==> src/rtl/multicycle_core.sv <==
// Multicycle 16-bit-ISA core: FETCH/DECODE/EXEC/MEM/WB state machine sharing one
// req/ready memory port, with an internal 8-entry register file and ALU.
module multicycle_core #(
  parameter int DATA_W = 16,
  parameter int ADDR_W = 16,
  parameter logic [ADDR_W-1:0] RESET_PC = '0
) (
  input  logic              clock,
  input  logic              reset,
  output logic              mem_req,
  output logic              mem_we,
  output logic [ADDR_W-1:0] mem_addr,
  output logic [DATA_W-1:0] mem_wdata,
  input  logic [DATA_W-1:0] mem_rdata,
  input  logic              mem_ready,
  output logic [ADDR_W-1:0] pc,
  output logic              halted,
  output logic [31:0]       instr_count,
  input  logic [2:0]        dbg_sel,
  output logic [DATA_W-1:0] dbg_data
);

  localparam logic [3:0] OP_R    = 4'd0;
  localparam logic [3:0] OP_LW   = 4'd1;
  localparam logic [3:0] OP_SW   = 4'd2;
  localparam logic [3:0] OP_BEQ  = 4'd3;
  localparam logic [3:0] OP_ADDI = 4'd4;
  localparam logic [3:0] OP_J    = 4'd5;

  typedef enum logic [2:0] {FETCH, DECODE, EXEC, MEM, WB, HALT} stateT;

  stateT             state;
  logic [15:0]       ir;
  logic [DATA_W-1:0] regA;
  logic [DATA_W-1:0] regB;
  logic [DATA_W-1:0] aluOut;
  logic [DATA_W-1:0] mdr;
  logic [DATA_W-1:0] regFile [8];

  logic [3:0]        op;
  logic [2:0]        rs;
  logic [2:0]        rt;
  logic [2:0]        rd;
  logic [2:0]        funct;
  logic [2:0]        wbDest;
  logic [DATA_W-1:0] immData;
  logic [ADDR_W-1:0] immPc;
  logic [ADDR_W-1:0] jumpTarget;
  logic              illegal;
  logic              isMem;

  assign op         = ir[15:12];
  assign rs         = ir[11:9];
  assign rt         = ir[8:6];
  assign rd         = ir[5:3];
  assign funct      = ir[2:0];
  assign immData    = {{(DATA_W-6){ir[5]}}, ir[5:0]};
  assign immPc      = {{(ADDR_W-6){ir[5]}}, ir[5:0]};
  assign jumpTarget = {pc[ADDR_W-1:12], ir[11:0]};
  assign illegal    = (op > OP_J) || ((op == OP_R) && (funct > 3'd4));
  assign wbDest     = (op == OP_R) ? rd : rt;
  assign isMem      = (op == OP_LW) || (op == OP_SW);

  // Memory port is a pure decode of the state, forced idle while reset is high
  // so an abandoned access never lingers into the reset cycle.
  assign mem_req   = !reset && ((state == FETCH) || (state == MEM));
  assign mem_we    = !reset && (state == MEM) && (op == OP_SW);
  assign mem_addr  = reset ? '0 : ((state == MEM) ? aluOut[ADDR_W-1:0] : pc);
  assign mem_wdata = (!reset && (state == MEM)) ? regB : '0;
  assign dbg_data  = regFile[dbg_sel];

  function automatic logic [DATA_W-1:0] aluFn(input logic [3:0]        opc,
                                              input logic [2:0]        fn,
                                              input logic [DATA_W-1:0] a,
                                              input logic [DATA_W-1:0] b,
                                              input logic [DATA_W-1:0] imm);
    logic signed [DATA_W-1:0] sa;
    logic signed [DATA_W-1:0] sb;
    sa    = a;
    sb    = b;
    aluFn = a + imm;
    if (opc == OP_R) begin
      case (fn)
        3'd0:    aluFn = a + b;
        3'd1:    aluFn = a - b;
        3'd2:    aluFn = a & b;
        3'd3:    aluFn = a | b;
        3'd4:    aluFn = {{(DATA_W-1){1'b0}}, (sa < sb)};
        default: aluFn = '0;
      endcase
    end
  endfunction

  always_ff @(posedge clock) begin
    if (reset) begin
      state       <= FETCH;
      pc          <= RESET_PC;
      ir          <= '0;
      regA        <= '0;
      regB        <= '0;
      aluOut      <= '0;
      mdr         <= '0;
      halted      <= 1'b0;
      instr_count <= '0;
      for (int i = 0; i < 8; i++) regFile[i] <= '0;
    end else begin
      case (state)
        FETCH: begin
          if (mem_ready) begin
            ir    <= mem_rdata[15:0];
            pc    <= pc + ADDR_W'(1);
            state <= DECODE;
          end
        end
        DECODE: begin
          regA <= regFile[rs];
          regB <= regFile[rt];
          if (illegal) begin
            halted <= 1'b1;
            state  <= HALT;
          end else if (op == OP_J) begin
            pc          <= jumpTarget;
            instr_count <= instr_count + 32'd1;
            state       <= FETCH;
          end else begin
            state <= EXEC;
          end
        end
        EXEC: begin
          aluOut <= aluFn(op, funct, regA, regB, immData);
          // pc already points past the branch, so the offset is added directly.
          if (op == OP_BEQ) begin
            if (regA == regB) pc <= pc + immPc;
            instr_count <= instr_count + 32'd1;
            state       <= FETCH;
          end else if (isMem) begin
            state <= MEM;
          end else begin
            state <= WB;
          end
        end
        MEM: begin
          if (mem_ready) begin
            if (op == OP_SW) begin
              instr_count <= instr_count + 32'd1;
              state       <= FETCH;
            end else begin
              mdr   <= mem_rdata;
              state <= WB;
            end
          end
        end
        WB: begin
          if (wbDest != 3'd0) regFile[wbDest] <= (op == OP_LW) ? mdr : aluOut;
          instr_count <= instr_count + 32'd1;
          state       <= FETCH;
        end
        HALT: begin
          halted <= 1'b1;
        end
        default: begin
          halted <= 1'b1;
          state  <= HALT;
        end
      endcase
    end
  end

endmodule

==> config.mk <==
export PLATFORM = sky130hd
export DESIGN_NAME = multicycle_core
export DESIGN_NICKNAME = d
export VERILOG_FILES = /design/src/rtl/multicycle_core.sv
export SDC_FILE = /design/constraint.sdc
export NUM_CORES = 1
export LEC_CHECK = 0
export BUFFER_PORTS_ARGS = -buffer_cell sky130_fd_sc_hd__buf_2
export CAP_MARGIN = 25
export CELL_PAD_IN_SITES_DETAIL_PLACEMENT = 1
export CELL_PAD_IN_SITES_GLOBAL_PLACEMENT = 2
export CORE_AREA = 8 8 228 230
export DETAILED_ROUTE_END_ITERATION = 8
export DIE_AREA = 0 0 236 238
export PLACE_DENSITY_LB_ADDON = 0.1
export SLEW_MARGIN = 40
export SYNTH_ARGS = -nofsm -noshare
export SYNTH_HDL_FRONTEND = slang
export SYNTH_SLANG_ARGS = --single-unit
==> constraint.sdc <==
create_clock -name clock -period 8.3 [get_ports clock]
set_input_delay 0.415 -clock clock [delete_from_list [all_inputs] [get_ports clock]]
set_output_delay 0.415 -clock clock [all_outputs]
set_load 0.01 [all_outputs]
# Yosys cells after proc, flatten, opt, wreduce, memory -nomap -nowiden
# Memory sizes are Yosys's and may differ from the RTL's. A register that Yosys moved wholly into a read port is not among the register bits.
# Cells that the tools add are included.
dict set report word_totals {
  ff_bits 100
  ram_bits 128
  inputBits 22
  word_cells 108
  mem_count 1
}
dict set report classes {
  add_sub_neg 6
  n_lt_le_gt_ge 3
  eq_ne 22
  muxes 38
  bitwise 6
  reduce_logical 24
}
# name depth word_bits rd rd_clocked_by_memory_dff wr line
set memory_table {}
lappend memory_table {regFile 8 16 3 2 8 38} ;# logic [DATA_W-1:0] regFile [8];
# op count
set op_table {}
lappend op_table {{$mux W32} 5}
lappend op_table {{$mux W16} 9}
lappend op_table {{$pmux W32 S4} 1}
lappend op_table {{$pmux W16 S5} 1}
lappend op_table {{$add A16 B16 Y16} 3}
lappend op_table {{$pmux W16 S3} 1}
lappend op_table {{$add A32 B1 Y32 const B} 1}
lappend op_table {{$mux W12} 2}
lappend op_table {{$mux W3} 8}
lappend op_table {{$pmux W3 S6} 1}
lappend op_table {{$add A16 B1 Y16 const B} 1}
lappend op_table {{$and A16 B16 Y16} 1}
lappend op_table {{$eq A16 B16 Y1} 1}
lappend op_table {{$lt A16 B16 Y1} 1}
lappend op_table {{$or A16 B16 Y16} 1}
lappend op_table {{$reduce_or A16 Y1} 1}
lappend op_table {{$sub A16 B16 Y16} 1}
lappend op_table {{$ne A2 B2 Y1 const B} 7}
lappend op_table {{$eq A3 B2 Y1 const B} 4}
lappend op_table {{$reduce_and A6 Y1} 2}
lappend op_table {{$eq A3 B3 Y1 const B} 3}
lappend op_table {{$eq A4 B2 Y1 const B} 2}
lappend op_table {{$mux W1} 8}
lappend op_table {{$eq A3 B1 Y1 const B} 2}
lappend op_table {{other kinds (20)} 32}

# Longest topological paths before layout
# Gate-level depths: netlist of the first run.
dict set report logic_depth {
  word_depth 9
  mapped_depth 17
}

# Worst setup path before layout of the first run
# No wires, ideal clock.
dict set report synth_timing {
  kind {register -> register}
  from {reg state[0]}
  to {reg pc[15]}
  setup_ns 0.121
  arrival_time_ns 3.451
  required_ns 8.179
  slack_ns 4.729
  path_stages_with_launch 17
  n_path_buf 4
  path_cell_list {dfxtp_1 > buf_4 > clkbuf_1 > nor2b_1 > clkbuf_1 > clkbuf_1 > nand2_1 > inv_1 > ha_1 > a211oi_2 > o21ai_1 > a2111oi_2 > a211oi_1 > o31a_1 > o21ai_0 > nor3b_2 > mux2_2}
}
dict set report synth_via {
  elab_chain_len 3
  elab_cells_between_ends 10
}
# item line
set synth_lines {}
lappend synth_lines {{start: declaration} 32} ;# stateT state;
lappend synth_lines {{start signal: assignment} 96} ;# state <= FETCH;
lappend synth_lines {{start signal: assignment} 112} ;# state <= DECODE;
lappend synth_lines {{start signal: assignment} 120} ;# state <= HALT;
lappend synth_lines {{$eq A3 B2 Y1, or another cell as far along} 107} ;# case (state)
lappend synth_lines {{$ne A2 B2 Y1 (no line), or another cell as far along} -}
lappend synth_lines {{$reduce_and A5 Y1 (no line)} -}
lappend synth_lines {{end signal: assignment} 111} ;# pc <= pc + ADDR_W'(1);
lappend synth_lines {{end signal: assignment} 122} ;# pc <= jumpTarget;
lappend synth_lines {{end signal: assignment} 133} ;# if (regA == regB) pc <= pc + immPc;
lappend synth_lines {{end: declaration} 16} ;# output logic [ADDR_W-1:0] pc,
# Parallel ways exist; a longest one is shown, timed or not.
# A chain may end at the register's enable or synchronous reset.

# Worst setup path in the final report of the first run
dict set report layout_timing {
  from {reg state[1]}
  to {reg pc[15]}
}
# Same word-level chain as after synthesis.

==> results.sh, run 1 <==
export IMPL_status="finished, final reports clean"
export IMPL_fp_dieH_microns=238
export IMPL_hold_buffers=0
export IMPL_antenna_found_initial=2
export IMPL_fillerInstances=5458
export IMPL_core_sq_mm=0.04834
export IMPL_relSlewSlack_pct=42.22
export IMPL_nets=1891
export IMPL_post_place_ws_ns=3.918
export IMPL_period_needed_ns=4.420
export IMPL_clk_pin_slew_ns=0.06
export IMPL_cts_buffer_depth=3
export IMPL_cap_violations=0
export IMPL_post_cts_buffers=0
export IMPL_critPathCaptureType="flip-flop"
export IMPL_routedWlPerCell_microns=25.12
export IMPL_cts_tree="yes"
export IMPL_drc=0
export IMPL_ys_async_sr_fraction_pct=0
export IMPL_drive_gt1_share_pct=20.00
export IMPL_grt_pass1_wl_mm=91.85
export IMPL_synth_edf_count=128
export IMPL_synthFlopType="dfxtp_1"
export IMPL_finalWirelength_mm=60.96
export IMPL_setup_ws_ns=3.880
export IMPL_cts_repair_resized=0
export IMPL_clockRootBuffer="clkbuf_16"
export IMPL_vias=13600
export IMPL_reg2reg_from="state[1]"
export IMPL_synth_top_area_share_pct=22.91
export IMPL_path_class="flip-flop to flip-flop"
export IMPL_rsz0062_at_grt="false"
export IMPL_postRouteAntennaNets=0
export IMPL_tightest_slew_ns=0.8668
export IMPL_power_mw=5.991
export IMPL_min_period_over_period_pct=53.25
export IMPL_track_usage_pct=21.31
export IMPL_avgSynthCellArea_sq_um=9.852
export IMPL_cts_sinks=260
export IMPL_cts_htree_levels=2
export IMPL_min_to="mdr[8]"
export IMPL_regToRegEndpoint="pc[15]"
export IMPL_gp_congestion=0.8502
export IMPL_reg2reg_slack_ns=3.88
export IMPL_start_util_pct=34.71
export IMPL_grt_pass1_vias=14100
export IMPL_yosysTopAreaCell="edfxtp_1"
export IMPL_final_common_cell="nor2_1"
export IMPL_rows=81
export IMPL_antenna_cells=0
export IMPL_dp_hpwl_mm=44.42
export IMPL_ys_ff_latch=260
export IMPL_powerDensity_mw_per_mm2=311.0
export IMPL_most_common_layout_cells="238 x nor2_1, 163 x nand2_1, 128 x edfxtp_1"
export IMPL_r2r_worst_path_cells=13
export IMPL_arrival_ns=4.84
export IMPL_vias_per_cell=5.605
export IMPL_hold_class="primary input to flip-flop"
export IMPL_firstDrtPassIters=5
export IMPL_p_leak_nw=7.043
export IMPL_grt_overflow_total=0
export IMPL_cts_buffers=34
export IMPL_path_max_fanout=26
export IMPL_ys_warn_count=0
export IMPL_fin_skew_ns=0.02698
export IMPL_netlist_top_cells_area="edfxtp_1 23%, dfxtp_1 16%, mux4_2 13%"
export IMPL_netlist_area_sq_mm=0.01678
export IMPL_vdd_ir_drop_worst_uv=128.0
export IMPL_initialDrtViolationCount=929
export IMPL_die_w_microns=236
export IMPL_holdPathStages=3
export IMPL_clkLatencyLatePin_ns=0.56
export IMPL_finalSetupTns_ns=0
export IMPL_hold_viol_final=0
export IMPL_synth_cells=1703
export IMPL_setup_viol_count_final=0
export IMPL_pin_count=121
export IMPL_critPathRequiredTime_ns=8.72
export IMPL_dieArea_sq_mm=0.05617
export IMPL_min_from="mem_rdata[8]"
export IMPL_fmax_ghz=0.2263
export IMPL_grt_max_degree=94
export IMPL_yosysSeqAreaShare_pct=38.66
export IMPL_synth_distinct_cells=75
export IMPL_port_buffers=120
export IMPL_cp_start_kind="flip-flop"
export IMPL_finish_utilization_pct=39.84
export IMPL_finalMaxSlewViolations=0
export IMPL_syn2layout_area_growth_pct=14.79
[Yosys cell counts, types with 5 or more instances]
cell,instances
nor2_1,238
nand2_1,163
dfxtp_1,132
edfxtp_1,128
a21oi_1,111
mux4_2,96
ha_1,86
clkbuf_1,79
inv_1,59
mux2i_1,58
nor3_1,56
a211oi_1,53
nand3_1,37
o21ai_0,35
xnor2_1,29
xor2_1,29
buf_1,22
and3_1,19
nand2b_1,19
mux2_2,17
o211ai_1,16
and2_1,15
buf_2,15
a21o_1,14
nor2b_1,14
a31oi_1,12
or3_1,11
nand3b_1,9
o21a_1,9
o31ai_1,9
nor4_1,8
o21bai_1,8
a311oi_1,7
nand4_1,7
nor4b_1,6
or2_2,6
o31a_1,5
[sequential cells by signal (all words and copies together), names as in the netlist]
register,cells
regA,16
regFile,128
state,3
mdr,16
instr_count,32
regB,16
aluOut,16
halted,1
ir,16
pc,16
[worst max path at each step]
| stage | startpoint | endpoint | slack [ns] | depth (start not counted) |
|---|---|---|---|---|
| 6_report | state[1] | pc[15] | 3.88 | 13 |
| 5_1_grt | state[1] | pc[15] | 3.51 | 13 |
| 4_1_cts | state[1] | pc[15] | 3.85 | 13 |
| 3_5_place_dp | state[1] | pc[15] | 3.92 | 13 |
| 3_3_place_gp | state[1] | pc[15] | 4.09 | 13 |
| 2_1_floorplan | state[0] | pc[15] | 4.73 | 16 |
[where the power goes]
part,internal [mW],switching (mW)
Combinational,0.944,1.63
Sequential,1.52,0.305
Clock,0.969,0.629
Total,3.43,2.56
[area by class of cell]
type	instances	area, sq um	share of cell area (%)
multi-input cells	1281	9746	50.60
flip-flops and latches	260	6492	33.71
clock buffers	50	1033	5.366
repair buffers	143	807.0	4.190
well taps	622	778.2	4.041
inverters	59	221.5	1.150
clock inverters	12	181.4	0.9420
[worst max-delay path: stages, from the launching register on]
cell	delay (ns)
dfxtp_1	0.59
and2b_1	0.29
nor2b_2	0.17
buf_4	0.29
and2_1	0.49
ha_1	0.37
o21ai_0	0.23
nor3_1	0.10
a2111oi_2	0.54
a211oi_1	0.19
o31a_1	0.32
o21ai_0	0.15
nor3b_2	0.19
mux2_2	0.35
[layer usage]
layer | global-route usage [%] | wire length (microns) | vias to the layer above
met5 | 0 | 12 | -
met4 | 6.029 | 1527 | 2
met3 | 2.988 | 2243 | 72
met2 | 36.40 | 29920 | 267
met1 | 28.02 | 27260 | 6868
li1 | - | - | 6394
[through the flow]
step / hold slack [ns] / area (sq um) / std cells
3_3_place_gp: 0.4449 / 17950 / 2364
3_5_place_dp: 0.4460 / 18020 / 2364
2_1_floorplan: 0.4360 / 16830 / 1718
5_1_grt: 0.09621 / 19260 / 2427
4_1_cts: 0.08587 / 19240 / 2426
6_report: 0.1109 / 19260 / 2427
[logic make-up (layout without fill, tap and decap cells)]
group           count (synthesis)  count (layout)  synth area share [%]
simple gates                  625             625                 17.20
fa+ha+maj                      90              90                 6.890
xor+xnor                       58              58                 3.028
mux                           171             171                 17.49
flops                         260             260                 38.66
buf+inv                       177             264                 4.101
other cells                     1              16               0.02235
compound gates                321             321                 12.62
Note: power is estimated with default switching activity, not from simulation.
==> inputs of run 2 (changes only) <==
==> constraint.sdc (replaced) <==
create_clock -name clock -period 4.6 [get_ports clock]
set_input_delay 0.23 -clock clock [delete_from_list [all_inputs] [get_ports clock]]
set_output_delay 0.23 -clock clock [all_outputs]
set_load 0.01 [all_outputs]
==> run 2 against run 1 <==
Clock skew down 0.0041 ns. Fmax rose by 11%. Wire length is 0.78% higher. Non-clock buffer count increased by 30. Core utilization grew 0.41 points. Power grew 79%. Sequential cell count is the same. Worst setup slack worse by 3.3 ns. Die area is the same. Highest routed layer is now met4.
==> results.sh, run 2 (synthesis results as in run 1) <==
export IMPL_dieArea_sq_mm=0.05617
export IMPL_cts_htree_levels=2
export IMPL_start_util_pct=34.71
export IMPL_critPathCaptureType="flip-flop"
export IMPL_setup_viol_count_final=0
export IMPL_hold_viol_final=0
export IMPL_core_sq_mm=0.04834
export IMPL_track_usage_pct=21.61
export IMPL_cap_violations=0
export IMPL_rows=81
export IMPL_finish_utilization_pct=40.25
export IMPL_clockRootBuffer="clkbuf_16"
export IMPL_finalMaxSlewViolations=0
export IMPL_final_cell_count_no_fill=2456
export IMPL_fp_dieH_microns=238
export IMPL_cts_repair_resized=0
export IMPL_vdd_ir_drop_worst_uv=314.3
export IMPL_finalSetupTns_ns=0
export IMPL_initialDrtViolationCount=835
export IMPL_grt_pass1_wl_mm=93.43
export IMPL_post_place_ws_ns=0.6637
export IMPL_nets=1921
export IMPL_hold_class="primary input to flip-flop"
export IMPL_antenna_found_initial=0
export IMPL_cts_buffers=34
export IMPL_top_register="regFile"
export IMPL_pin_count=121
export IMPL_drive_gt1_share_pct=20.01
export IMPL_finalWirelength_mm=61.44
export IMPL_die_w_microns=236
export IMPL_drc=0
export IMPL_postRouteAntennaNets=0
export IMPL_cts_tree="yes"
export IMPL_syn2layout_area_growth_pct=15.96
export IMPL_dp_hpwl_mm=44.82
export IMPL_min_period_over_period_pct=86.78
export IMPL_powerDensity_mw_per_mm2=549.9
export IMPL_clkLatencyLatePin_ns=0.55
export IMPL_grt_overflow_total=0
export IMPL_fin_skew_ns=0.02289
export IMPL_rsz0062_at_grt="false"
export IMPL_grt_max_degree=98
export IMPL_path_max_fanout=13
export IMPL_dp_cells=2379
export IMPL_relSlewSlack_pct=42.46
export IMPL_period_needed_ns=3.992
export IMPL_cts_buffer_depth=3
export IMPL_most_common_layout_cells="238 x nor2_1, 163 x nand2_1, 128 x dfxtp_1, 128 x edfxtp_1, 117 x buf_2"
export IMPL_port_buffers=120
export IMPL_p_leak_nw=7.138
export IMPL_top_regs="regFile x128, instr_count x32"
export IMPL_arrival_ns=4.41
export IMPL_fmax_ghz=0.2505
export IMPL_firstDrtPassIters=5
export IMPL_final_common_cell="nor2_1"
export IMPL_antenna_cells=0
export IMPL_post_cts_buffers=0
export IMPL_tightest_slew_ns=0.8565
export IMPL_setup_ws_ns=0.6083
export IMPL_status="finished, final reports clean"
export IMPL_hold_ws_ns=0.1015
export IMPL_clk_pin_slew_ns=0.06
export IMPL_critPathRequiredTime_ns=5.01
export IMPL_cp_start_kind="flip-flop"
export IMPL_cts_sinks=260
export IMPL_vias=13780
export IMPL_path_class="flip-flop to flip-flop"
export IMPL_gp_congestion=0.8523
export IMPL_largest_register_ffs=128
export IMPL_routedWlPerCell_microns=25.02
export IMPL_vias_per_cell=5.610
export IMPL_grt_pass1_vias=14440
[run 2: power breakdown]
group / switching (mW) / internal, mW
combinational: 2.91 / 1.74
sequential: 0.519 / 2.73
clock: 1.09 / 1.71
[run 2: cell type report]
class / instances / area (sq um)
fillers: 5459 / 28890
well taps: 622 / 778.2
flip-flops and latches: 260 / 6494
inverters: 59 / 221.5
clock buffers: 45 / 933.4
multi-input cells: 1281 / 9748
repair buffers: 173 / 1066
clock inverters: 16 / 215.2
[run 2: what timing repair did]
item / 4_1_cts / 5_1_grt
endpoints found under the setup margin: 0 / 0
endpoints found under the hold margin: 32 / 0
hold buffers: 16 / 0
[run 2: worst max-delay path, stage by stage, from the launching register on]
cell and delay (ns):
dfxtp_1 0.62, and2b_1 0.28, nor2b_2 0.30, and2_1 0.17, buf_4 0.19, ha_1 0.29, o21ai_0 0.24, nor3_1 0.09
a2111oi_2 0.52, a211oi_1 0.17, o31a_1 0.33, o21ai_0 0.13, nor3b_2 0.18, mux2_2 0.34
[run 2: worst paths after layout]
| kind | start | endpoint | slack, ns | cells after the start |
|---|---|---|---|---|
| worst max-delay path | state[1] | pc[15] | 0.61 | 13 |
| worst min-delay path | mem_ready | state[0] | 0.10 | 3 |
| worst max register to register | state[1] | pc[15] | 0.61 | 13 |
| worst min register to register | halted | halted | 0.45 | 2 |
[run 2: routing by layer]
layer	share of wire [%]	vias up	GRT usage (%)
met2	49	240	37.11
met4	1.7	0	4.521
met5	0	-	0
li1	-	6449	-
met1	45	7036	28.78
met3	3.7	53	3.196
[run 2: through the flow]
step	total power [mW]	area [sq um]
6_report	10.70	19460
3_5_place_dp	7.944	18130
4_1_cts	10.81	19440
2_1_floorplan	6.290	16830
5_1_grt	11.41	19460
3_3_place_gp	7.871	18060
